<file path="config.mk">
export PLATFORM = sky130hd
export DESIGN_NAME = shared_port_arbiter
export DESIGN_NICKNAME = d
export VERILOG_FILES = /design/src/rtl/shared_port_arb_pkg.sv /design/src/rtl/shared_port_arbiter_rr_pick.sv /design/src/rtl/shared_port_arbiter.sv
export SDC_FILE = /design/constraint.sdc
export NUM_CORES = 1
export LEC_CHECK = 0
export CAP_MARGIN = 10
export CELL_PAD_IN_SITES_DETAIL_PLACEMENT = 0
export CELL_PAD_IN_SITES_GLOBAL_PLACEMENT = 2
export CORE_AREA = 2 2 73 75
export DETAILED_ROUTE_END_ITERATION = 6
export DIE_AREA = 0 0 75 77
export PLACE_DENSITY = 0.82
export SLEW_MARGIN = 10
export SYNTH_ARGS = -nofsm -noshare
export SYNTH_HDL_FRONTEND = slang
export SYNTH_HIERARCHICAL = 1
export SYNTH_SLANG_ARGS = --single-unit
</file>
<file path="constraint.sdc">
create_clock -name clk_i -period 2.2 [get_ports clk_i]
set_clock_uncertainty 0.05 [all_clocks]
set_input_delay 0.55 -clock clk_i [delete_from_list [all_inputs] [get_ports clk_i]]
set_output_delay 0.55 -clock clk_i [all_outputs]
set_load 0.1 [all_outputs]
</file>
<file path="src/rtl/shared_port_arb_pkg.sv">
// Shared types for the round-robin shared-port arbiter: FSM state encoding
// and the index-width helper used by the arbiter and its picker.
package shared_port_arb_pkg;

    typedef enum logic [1:0] {
        IDLE      = 2'd0,
        ISSUE     = 2'd1,
        WAIT_DONE = 2'd2
    } state_e;

    // Width of a requester index; never less than one bit.
    function automatic int idx_w(input int n);
        return (n > 1) ? $clog2(n) : 1;
    endfunction

endpackage

</file>
<file path="src/rtl/shared_port_arbiter_rr_pick.sv">
// Combinational round-robin picker: returns the first requester at or after
// (last + 1) mod NUM_REQ, scanning upward with wrap-around.
module rr_pick
    import shared_port_arb_pkg::*;
#(
    parameter int NUM_REQ = 4,
    parameter int IDX_W   = idx_w(NUM_REQ)
) (
    input  logic [NUM_REQ-1:0] req,
    input  logic [IDX_W-1:0]   last,
    output logic               found,
    output logic [IDX_W-1:0]   idx
);

    logic [IDX_W-1:0]   cand [NUM_REQ];
    logic [NUM_REQ-1:0] hit;

    // Candidate gi is the requester gi+1 positions after the last owner.
    for (genvar gi = 0; gi < NUM_REQ; gi++) begin : g_cand
        logic [IDX_W:0] sum;
        assign sum       = {1'b0, last} + (IDX_W+1)'(gi + 1);
        assign cand[gi]  = (sum >= (IDX_W+1)'(NUM_REQ)) ? IDX_W'(sum - (IDX_W+1)'(NUM_REQ))
                                                        : sum[IDX_W-1:0];
        assign hit[gi]   = req[cand[gi]];
    end

    always_comb begin
        found = |hit;
        idx   = '0;
        for (int k = NUM_REQ - 1; k >= 0; k--) begin
            if (hit[k]) begin
                idx = cand[k];
            end
        end
    end

endmodule

</file>
<file path="src/rtl/shared_port_arbiter.sv">
// Round-robin arbiter sharing one single-issue downstream port among NUM_REQ
// requesters. Optional WAIT_DONE hold limit enabled by SHARED_PORT_ARB_TIMEOUT_EN.
module shared_port_arbiter
    import shared_port_arb_pkg::*;
#(
    parameter int NUM_REQ  = 4,
    parameter int DATA_W   = 8,
    parameter int MAX_HOLD = 15
) (
    input  logic                        clk_i,
    input  logic                        rst_ni,
    input  logic [NUM_REQ-1:0]          req_i,
    input  logic [NUM_REQ*DATA_W-1:0]   req_data_i,
    output logic [NUM_REQ-1:0]          gnt_o,
    output logic                        out_valid_o,
    output logic [DATA_W-1:0]           out_data_o,
    input  logic                        out_ready_i,
    input  logic                        done_i,
    output logic                        busy_o,
    output logic [$clog2(NUM_REQ)-1:0]  owner_o,
    output logic                        timeout_o
);

    localparam int IDX_W = idx_w(NUM_REQ);

    state_e             state_reg;
    logic [IDX_W-1:0]   owner_reg;
    logic [IDX_W-1:0]   last_owner_reg;
    logic [DATA_W-1:0]  data_reg;
    logic               valid_reg;
    logic               busy_reg;

    logic               pick_found;
    logic [IDX_W-1:0]   pick_idx;
    logic [DATA_W-1:0]  payload [NUM_REQ];

`ifdef SHARED_PORT_ARB_TIMEOUT_EN
    localparam int HOLD_W = (MAX_HOLD > 1) ? $clog2(MAX_HOLD + 1) : 1;
    logic [HOLD_W-1:0]  hold_cnt_reg;
    logic               timeout_reg;
`endif

    for (genvar gi = 0; gi < NUM_REQ; gi++) begin : g_payload
        assign payload[gi] = req_data_i[gi*DATA_W +: DATA_W];
    end

    rr_pick #(
        .NUM_REQ (NUM_REQ),
        .IDX_W   (IDX_W)
    ) u_pick (
        .req   (req_i),
        .last  (last_owner_reg),
        .found (pick_found),
        .idx   (pick_idx)
    );

    always_ff @(posedge clk_i or negedge rst_ni) begin
        if (!rst_ni) begin
            state_reg      <= IDLE;
            owner_reg      <= '0;
            last_owner_reg <= IDX_W'(NUM_REQ - 1);
            data_reg       <= '0;
            valid_reg      <= 1'b0;
            busy_reg       <= 1'b0;
`ifdef SHARED_PORT_ARB_TIMEOUT_EN
            hold_cnt_reg   <= '0;
            timeout_reg    <= 1'b0;
`endif
        end else begin
`ifdef SHARED_PORT_ARB_TIMEOUT_EN
            timeout_reg <= 1'b0;
`endif
            case (state_reg)
                IDLE: begin
                    if (pick_found) begin
                        owner_reg <= pick_idx;
                        data_reg  <= payload[pick_idx];
                        valid_reg <= 1'b1;
                        busy_reg  <= 1'b1;
                        state_reg <= ISSUE;
                    end
                end
                ISSUE: begin
                    if (out_ready_i) begin
                        valid_reg <= 1'b0;
                        state_reg <= WAIT_DONE;
`ifdef SHARED_PORT_ARB_TIMEOUT_EN
                        hold_cnt_reg <= '0;
`endif
                    end
                end
                WAIT_DONE: begin
                    if (done_i) begin
                        last_owner_reg <= owner_reg;
                        busy_reg       <= 1'b0;
                        state_reg      <= IDLE;
                    end
`ifdef SHARED_PORT_ARB_TIMEOUT_EN
                    // This cycle would be the MAX_HOLD-th without done_i.
                    else if (hold_cnt_reg == HOLD_W'(MAX_HOLD - 1)) begin
                        last_owner_reg <= owner_reg;
                        busy_reg       <= 1'b0;
                        timeout_reg    <= 1'b1;
                        state_reg      <= IDLE;
                    end else begin
                        hold_cnt_reg <= hold_cnt_reg + 1'b1;
                    end
`endif
                end
                default: begin
                    valid_reg <= 1'b0;
                    busy_reg  <= 1'b0;
                    state_reg <= IDLE;
                end
            endcase
        end
    end

    // Grant is tied to the live handshake so it pulses in the accepting cycle.
    for (genvar gi = 0; gi < NUM_REQ; gi++) begin : g_gnt
        assign gnt_o[gi] = (state_reg == ISSUE) && out_ready_i && (owner_reg == IDX_W'(gi));
    end

    assign out_valid_o = valid_reg;
    assign out_data_o  = data_reg;
    assign busy_o      = busy_reg;
    assign owner_o     = owner_reg;

`ifdef SHARED_PORT_ARB_TIMEOUT_EN
    assign timeout_o = timeout_reg;
`else
    assign timeout_o = 1'b0;
`endif

endmodule

</file>
# After elaboration in Yosys (flattened, before gate mapping)
# Cells that the tools add are included.
[op_classes]
n_addsub = 8
n_lt_le_gt_ge = 9
eq_ne = 8
n_mux = 28
bitwise_logic = 3
n_reduce_logical = 13
[ops]
columns = ["op", "count"]
rows = [
  ["$mux W2", 11],
  ["$bmux W8 S2", 1],
  ["$mux W8", 2],
  ["$ge A3 B3 Y1 const B", 5],
  ["$lt A2 B3 Y1 const B", 4],
  ["$reduce_and A3 Y1", 3],
  ["$bmux W1 S2", 4],
  ["$sub A2 B1 Y2 const B", 4],
  ["$mux W1", 7],
  ["$add A2 B2 Y3 const B", 2],
  ["$eq A2 B2 Y1 const B", 3],
  ["$ne A2 B2 Y1 const B", 3],
  ["$pmux W1 S3", 2],
  ["$pmux W2 S3", 1],
  ["$logic_and A1 B1 Y1", 5],
  ["$eq A2 B1 Y1 const B", 2],
  ["$logic_not A2 Y1", 2],
  ["$reduce_and A2 Y1", 2],
  ["$reduce_or A4 Y1", 1],
  ["$add A2 B1 Y3 const B", 1],
  ["$add A2 B3 Y3 const B", 1],
  ["$not A2 Y3", 1],
  ["$not A1 Y1", 2],
]
[word_totals]
regBits = 16
in_bits = 40
word_cells = 75

# Longest topological paths before layout
[logic_depth]
depth_word = 13
ltp_mapped = 7

# Modules after synthesis
# Netlist, hierarchy kept.
[modules_own_cells]
columns = ["mod", "instances", "cells_per_inst", "area_each_um2", "seq_area_each_um2"]
rows = [
  ["shared_port_arbiter", 1, 85, 927.1, 402.9],
  ["rr_pick", 1, 14, 91.3, 0.0],
]

# Least setup slack after synthesis
# No wires, ideal clock.
[synth_path]
path_type = "register to output"
from = "register owner_reg[1], in the netlist owner_o[1]"
to = "output port gnt_o[2]"
arrival_time_ps = 3278
t_required_ps = 1600
slack_ps = -1678
path_stages_with_launch = 2
n_path_buf = 0
cell_sequence = "dfrtp_1 nor3b_1"
[synth_between]
elab_chain_cells = 2
[synth_lines]
columns = ["element", "line_no", "source"]
rows = [
  ["from (decl)", "shared_port_arbiter.sv:27", "logic [IDX_W-1:0] owner_reg;"],
  ["from (signal assigned)", "shared_port_arbiter.sv:76", "owner_reg <= pick_idx;"],
  ["$eq A2 B2 Y1", "shared_port_arbiter.sv:121", "assign gnt_o[gi] = (state_reg == ISSUE) && out_ready_i && (owner_reg == IDX_W'(gi));"],
  ["$logic_and A1 B1 Y1", "shared_port_arbiter.sv:121", ""],
  ["to (decl)", "shared_port_arbiter.sv:14", "output logic [NUM_REQ-1:0] gnt_o,"],
]
# Every way passes these cells.

# Final worst setup path
[layout_path]
from = "input port req_i[0]"
to = "register data_reg[0], in the netlist out_data_o[0]"
[layout_between]
elab_chain_cells = 10
word_cells_on_any_way = 18
cone_classes = "mux: 15; bitwise: 1; reduce/logical: 2"
[layout_lines]
columns = ["element", "line_no", "source"]
rows = [
  ["from (decl)", "shared_port_arbiter.sv:12", "input logic [NUM_REQ-1:0] req_i,"],
  ["$bmux W1 S2", "shared_port_arbiter_rr_pick.sv:24", "assign hit[gi] = req[cand[gi]];"],
  ["$mux W1 (implied by the code)", "shared_port_arbiter_rr_pick.sv:24", ""],
  ["$mux W2 (3 in a row)", "shared_port_arbiter_rr_pick.sv:31", "if (hit[k]) begin"],
  ["$mux W2 *", "shared_port_arbiter_rr_pick.sv:31", ""],
  ["named net pick_idx[0]", "shared_port_arbiter.sv:34", "logic [IDX_W-1:0] pick_idx;"],
  ["$not A2 Y3 (implied by the code) *", "shared_port_arbiter.sv:77", "data_reg <= payload[pick_idx];"],
  ["$bmux W8 S2 *", "shared_port_arbiter.sv:77", ""],
  ["$mux W8 (implied by the code) * (2 in a row)", "shared_port_arbiter.sv:77", ""],
  ["to (signal assigned)", "shared_port_arbiter.sv:77", ""],
  ["to (decl)", "shared_port_arbiter.sv:29", "logic [DATA_W-1:0] data_reg;"],
]
# Mark *: on every way through the listed nets, which the timed path passes. The rest lies on a longest branch. The select of a mux whose other input is x is not followed.
# A chain may end at the register's enable or synchronous reset.

==> impl_metrics.env <==
export IMPL_portBuffers=55
export IMPL_cp_required_ns=2.29
export IMPL_async_reset_ff_share_pct=100
export IMPL_drc_errors=0
export IMPL_seq_power_share_pct=22.6
export IMPL_postSynthNetCount=139
export IMPL_hold_class="reg -> reg"
export IMPL_synth_cells=99
export IMPL_setup_viol=0
export IMPL_critPathKind="in -> reg"
export IMPL_multi_input_area_um2=604
export IMPL_root_buffer="clkbuf_8"
export IMPL_synth_edf_count=0
export IMPL_ys_ff_latch=16
export IMPL_drt_pass1_iter_count=4
export IMPL_yosysWarnings=6
export IMPL_vdd_drop_max_uv=672
export IMPL_grt_usage_pct=11.0
export IMPL_synthTopCellsByCount="nand2_1, dfrtp_1, inv_1, mux4_2, nor2_1"
export IMPL_p_int_w=0.00130
export IMPL_setup_tns_ns=0
export IMPL_final_cells=232
export IMPL_slowest_delay_ns=0.54
export IMPL_row_count=26
export IMPL_critPathLaunchType="input port"
export IMPL_antenna_found_initial=0
export IMPL_final_max_slew_viol_count=0
export IMPL_cp_cell_sequence="clkdlybuf4s50_1 > o221ai_4 > buf_12 > mux4_1 > nand2_1 > nand2_1"
export IMPL_syn_to_final_growth_pct=82.1
export IMPL_power_frac_clock_pct=9.0
export IMPL_grt_start_max_net_pins=17
export IMPL_clockBufferDepth=2
export IMPL_dp_cells=226
export IMPL_drive_above_1_share_pct=31.5
export IMPL_die_height_um=77
export IMPL_max_slew_margin_pct=59.0
export IMPL_filler_cell_count=491
export IMPL_worst_path_max_delay_cell="mux4_1"
export IMPL_cp_arrival_ns=2.22
export IMPL_io_pins=57
export IMPL_diodes=0
export IMPL_syn_area_mm2=0.00102
export IMPL_tritoncts_num_sinks=16
export IMPL_critPathBufInv=2
export IMPL_routedWlPerCell_um=12.3
export IMPL_first_iter_violations=25
export IMPL_hold_violations=0
export IMPL_fp_dieW_um=75
export IMPL_vias_per_cell=4.17
export IMPL_regArea_um2=407
export IMPL_drv_cap=0
export IMPL_cts_tree="done"
export IMPL_final_nets=203
export IMPL_tightest_slew_ns=0.612
export IMPL_end_kind="flop"
export IMPL_r2r_start="last_owner_reg[1]"
export IMPL_worstHoldStart="out_data_o[3]"
export IMPL_largest_reg_flops=8
export IMPL_clkTransAtPathRegs_ns=0.06
export IMPL_wirelength_um=2850
export IMPL_utilization_pct=37.3
export IMPL_power_switching_w=0.00157
export IMPL_dp_hpwl_um=2350
export IMPL_pwr_density_cell_mw_per_mm2=1550
export IMPL_synth_distinct_cells=31
export IMPL_core_area_mm2=0.00498
export IMPL_comb_power_share_pct=68.4
export IMPL_status="finished, final reports clean"
export IMPL_grt_remaining_overflow=0
export IMPL_path_common_cell="nand2_1"
export IMPL_fin_crit_sh_pct=97.1
export IMPL_period_needed_ns=2.14
export IMPL_clk_latency_ns=0.24
export IMPL_worstPathMaxFanout=5
export IMPL_total_leakage_power_nw=0.829
export IMPL_ys_flop_type="dfrtp_1"
export IMPL_initial_core_util_pct=20.5
export IMPL_cts_buffers=3
export IMPL_grt_pass1_wl_um=4910
export IMPL_synth_most_common_cell="nand2_1"
export IMPL_hold_buffers=0
export IMPL_ant_nets=0
export IMPL_htree_levels=1
export IMPL_ys_seq_area_share_pct=39.6
export IMPL_syn_avg_cell_area_um2=10.3
export IMPL_synthTopCellsByArea="dfrtp_1, nand2_1, mux4_2"
export IMPL_crit_start="req_i[0]"
export IMPL_fmax_mhz=468
export IMPL_grt_pass1_vias=1080
export IMPL_synth_top_area_share_pct=34.4
export IMPL_design_die_area_mm2=0.00578
export IMPL_via_count=967
export IMPL_synth_largest_area_cell="dfrtp_1"
export IMPL_crit_family="buffers and inverters"
export IMPL_globalplace_congestion=0.704
export IMPL_switching_share_pct=54.7
## layout by cell type (no fill, tap or decap), types with 2 or more instances in the layout
cell type,instances
mux2i_1,2
nor3b_4,2
mux2_4,2
a21oi_1,3
dlygate4sd2_1,3
dfstp_2,2
nand2b_1,3
nor2_1,5
mux4_2,5
buf_4,17
clkbuf_8,4
buf_12,7
mux4_1,3
dfrtp_1,11
nand2_1,32
inv_1,5
clkdlybuf4s50_1,35
o21ai_0,2
dfrtp_2,3
## layout make-up
type | count | share of cell area, %
Sequential cell | 16 | 21.9
Clock buffer | 4 | 2.97
Multi-Input combinational cell | 73 | 32.6
Inverter | 5 | 1.01
Timing Repair Buffer | 64 | 36.8
Tap cell | 70 | 4.72
## logic make-up after synthesis
kind of cell / count (synthesis) / share of synthesized area (%)
flip-flops: 16 / 39.6
other: 1 / 0.368
buffers and inverters: 10 / 5.65
AO/OA/AOI/OAI: 9 / 6.02
AND/OR/NAND/NOR: 51 / 24.7
multiplexers: 12 / 23.7
## through the flow
step | total power (W) | hold slack [ns] | setup slack [ns] | cell area [um^2]
floorplan | 0.00205 | 0.204 | -0.107 | 1060
CTS | 0.00290 | 0.439 | 0.0336 | 1850
finish | 0.00287 | 0.434 | 0.0649 | 1850
global route | 0.00304 | 0.461 | -0.00811 | 1850
global placement | 0.00254 | 0.412 | -0.265 | 1760
detailed placement | 0.00258 | 0.420 | -0.358 | 1760
## worst register-to-register path: cells and delay by family, from the launching register on
kind	cells	cell delay, ns
mux	1	0.54
flops	1	0.59
buf+inv	1	0.16
simple gates	3	0.27
compound gates	2	0.34
## power by group through the flow
stage	Combinational, W	Clock (W)	Sequential (W)
floorplan	0.000681	0	0.00137
global placement	0.00190	0	0.000638
detailed placement	0.00193	0	0.000648
CTS	0.00199	0.000266	0.000647
global route	0.00208	0.000279	0.000678
finish	0.00196	0.000258	0.000649
## worst paths after layout
path / end / slack, ns / cells after the start
worst max-delay path: out_data_o[0] / 0.06 / 6
worst min-delay path: out_data_o[3] / 0.43 / 2
worst max register to register: out_data_o[0] / 0.13 / 7
worst min register to register: out_data_o[3] / 0.43 / 2
max in group asynchronous: last_owner_reg[0] / 1.28 / 2
min in group asynchronous: out_data_o[7] / 0.57 / 2
## metal layers
layer,wire length [um],global-route usage [%]
met2,1510,19.3
met1,1070,12.0
met5,0,0
met4,48,4.64
met3,225,2.89
## repair_timing
item / in CTS / in global routing
gates resized for setup: 5 / 2
endpoints found under the setup margin: 12 / 3
pin swaps: 2 / 1
setup buffers: 1 / 0
gates cloned: 1 / 0
No activity file was read; power rests on OpenSTA's default activity.
==> variant 1, RTL diff (same settings) <==
`NUM_REQ` is set to 4 in 2 places; all go to 8.
--- a/src/rtl/shared_port_arbiter_rr_pick.sv
+++ b/src/rtl/shared_port_arbiter_rr_pick.sv
@@ -3,7 +3,7 @@
 module rr_pick
     import shared_port_arb_pkg::*;
 #(
-    parameter int NUM_REQ = 4,
+    parameter int NUM_REQ = 8,
     parameter int IDX_W   = idx_w(NUM_REQ)
 ) (
     input  logic [NUM_REQ-1:0] req,
--- a/src/rtl/shared_port_arbiter.sv
+++ b/src/rtl/shared_port_arbiter.sv
@@ -3,7 +3,7 @@
 module shared_port_arbiter
     import shared_port_arb_pkg::*;
 #(
-    parameter int NUM_REQ  = 4,
+    parameter int NUM_REQ  = 8,
     parameter int DATA_W   = 8,
     parameter int MAX_HOLD = 15
 ) (
Interface: changed (resized gnt_o, owner_o, req_data_i and req_i); port bits go from 57 to 98. The function was not compared with the original's and may differ.
==> variant 1 against the unedited design <==
- the flow now stops in global placement
- area after synthesis increased by 97%
==> variant 1: results (changes against the unedited design) <==
- Status: aborted with a tool error (was complete, no violations)
- Halt Stage: global placement
- Error msg: [ERROR GPL-0301] Utilization 100.322 % exceeds 100%.
- Mapped Nets: 286 (was 139)
- Synth warnings: 6 (unchanged)
- Top post-synthesis cells by area: dfrtp_1 (19%), mux2_2 (16%), mux2i_1 (9.5%) (was dfrtp_1 (34%), nand2_1 (12%), mux4_2 (11%))
- Asr flop ratio synth: 100% (unchanged)
- Compound-Gate Fraction of Synth Area: 18.9% (was 6.02%)
- Synth cell count leaders: mux2_2 (28), mux2i_1 (19), nand2_1 (16) (was nand2_1 (32), dfrtp_1 (14), inv_1 (5), mux4_2 (5), nor2_1 (5))
- XOR/XNOR Fraction of Synth Area: 1.31% (was 0%)
- Synthesized area: 2000 µm² (was 1020 µm²)
- Mapped Cells: 208 (was 99)
- Mux cell area share after synthesis: 35.0% (was 23.7%)
- Synth cell types: 49 (was 31)
- Post-synthesis sequential area ratio: 22.7% (was 39.6%)
- Post-synthesis adder-cell area fraction: 1.25% (was 0%)
- #FFs+latches synth: 18 (was 16)
- Input/output buffers: 96 (was 55)
- Post-synth top flop: dfrtp_1 (unchanged)
==> variant 1: cell count changes after synthesis, sizes merged, moves of 7 or more <==
cell	before	now
a22o	0	8
buf	4	12
o22ai	1	8
mux2	2	29
nor2	5	13
mux2i	2	19
o31ai	0	7
nand2	32	16
==> variant 1: cells by family after synthesis <==
group,after synthesis
mux,56
simple gates,55
xor+xnor,3
other cells,1
flops,18
fa+ha+maj,2
compound gates,52
buf+inv,21
==> variant 2, RTL diff (same flow settings) <==
Made on the original files. The 3 states of `state_e` get a one-hot encoding in 3 bits.
--- a/src/rtl/shared_port_arb_pkg.sv
+++ b/src/rtl/shared_port_arb_pkg.sv
@@ -2,10 +2,10 @@
 // and the index-width helper used by the arbiter and its picker.
 package shared_port_arb_pkg;
 
-    typedef enum logic [1:0] {
-        IDLE      = 2'd0,
-        ISSUE     = 2'd1,
-        WAIT_DONE = 2'd2
+    typedef enum logic [2:0] {
+        IDLE      = 3'b001,
+        ISSUE     = 3'b010,
+        WAIT_DONE = 3'b100
     } state_e;
 
     // Width of a requester index; never less than one bit.
Behaviour: no difference found for any inputs over 10 cycles, from zero or initial values and one cycle with rst_ni low; not proved beyond that.
==> variant 2 against the unedited design <==
- clock power down 12%
- largest power group unchanged
- routed wire length fell by 1.6%
- synthesized cell count decreased by 12%
- power increased by 6.6%
- sequential power up 5.1%
- area after synthesis grew 8.7%
- worst setup slack worse by 11 ps
- cell count is 3.4% lower
- final area increased by 6.1%
- sequential cell count increased by 1
- critical endpoint is now out_data_o[4]$_DFFE_PN0P_
==> variant 2: results (changes against the unedited design) <==
- Status: complete, no violations (unchanged)
- Number of global-route vias before repair: 1039 (was 1080)
- First-pass GRT wire length: 4770 µm (was 4910 µm)
- 1st-pass router iterations: 3 (was 4)
- Seq group: 0.682 mW (was 0.649 mW)
- Post-CTS setup buffer count: 2 (was 1)
- Placed Area: 1860 µm² (was 1760 µm²)
- R2R Setup Slk: 50 ps (was 130 ps)
- Min-Delay Path Depth: 1 (was 2)
- Comb power: 2.15 mW (was 1.96 mW)
- Post-Layout Cell Count: 224 (was 232)
- Syn avg cell area: 12.7 µm² (was 10.3 µm²)
- CP endpoint: out_data_o[4]$_DFFE_PN0P_ (was out_data_o[0]$_DFFE_PN0P_)
- Sw frac: 51.0% (was 54.7%)
- DR iter-0 viols: 20 (was 25)
- Final period utilization: 97.5% (was 97.1%)
- Critical path's slowest cell: dfstp_2 (was mux4_1)
- VDD IR max: 0.000979 V (was 0.000672 V)
- DR vias: 962 (was 967)
- Post-synthesis sequential area ratio: 38.8% (was 39.6%)
- Final net count: 195 (was 203)
- Fraction of layout cells with a size suffix above 1: 44.2% (was 31.5%)
- Placer congestion estimate: 0.687 (was 0.704)
- Syn-to-layout area delta: 77.6% (was 82.1%)
- Crit. Startpoint: last_owner_reg[1]$_DFFE_PN1P_ (was req_i[0])
- Drt wl/cell: 12.5 µm (was 12.3 µm)
- Post-cts sizing count: 9 (was 5)
- Worst Hold Endpoint: out_data_o[5]$_DFFE_PN0P_ (was out_data_o[3]$_DFFE_PN0P_)
- Largest net degree at the start of global routing: 11 (was 17)
- Dpl hpwl: 2270 µm (was 2350 µm)
- Sequential Power Share: 22.3% (was 22.6%)
- Synth cell count leaders: dfrtp_1 (14), mux2_4 (8), mux4_2 (8) (was nand2_1 (32), dfrtp_1 (14), inv_1 (5), mux4_2 (5), nor2_1 (5))
- R2R cell count: 6 (was 7)
- CP delay by family, top: multiplexers (was buffers and inverters)
- GRT Util Overall: 10.6% (was 11.0%)
- Top post-synthesis cells by area: dfrtp_1 (32%), mux4_2 (16%), mux2_4 (11%) (was dfrtp_1 (34%), nand2_1 (12%), mux4_2 (11%))
- CP peak stage delay: 560 ps (was 540 ps)
- Inst Count DP: 216 (was 226)
- Hold Startpoint: out_data_o[5]$_DFFE_PN0P_ (was out_data_o[3]$_DFFE_PN0P_)
- Pre-CTS setup slack: -436 ps (was -358 ps)
- Lkg Pwr: 0.810 nW (was 0.829 nW)
- Input/output buffers: 55 (unchanged)
[variant 2: per-layer routing]
layer	vias up	track usage (%)	wire length, µm
li1	453	-	-
met1	458	13.2	1090
met2	47	17.4	1450
met3	4	3.15	234
met4	0	3.21	29
met5	-	0	0
[variant 2: final cells by class]
| class | instances | share of cell area (%) |
|---|---|---|
| Sequential cell | 17 | 21.9 |
| Timing Repair Buffer | 67 | 35.9 |
| Tap cell | 70 | 4.45 |
| Inverter | 3 | 0.573 |
| Clock buffer | 4 | 2.29 |
| Multi-Input combinational cell | 63 | 34.8 |
[variant 2: kinds of logic after synthesis]
group           synth area share (%)
simple gates                    17.6
other cells                    0.339
flops                           38.8
buf+inv                         3.73
mux                             32.1
compound gates                  7.46
[variant 2: worst reg2reg max path: stages (launching register included)]
cell and delay [ps]:
dfstp_2 560, nand2b_4 130, a21oi_2 60, o221ai_4 280, buf_12 170, mux4_2 500
mux2_4 270
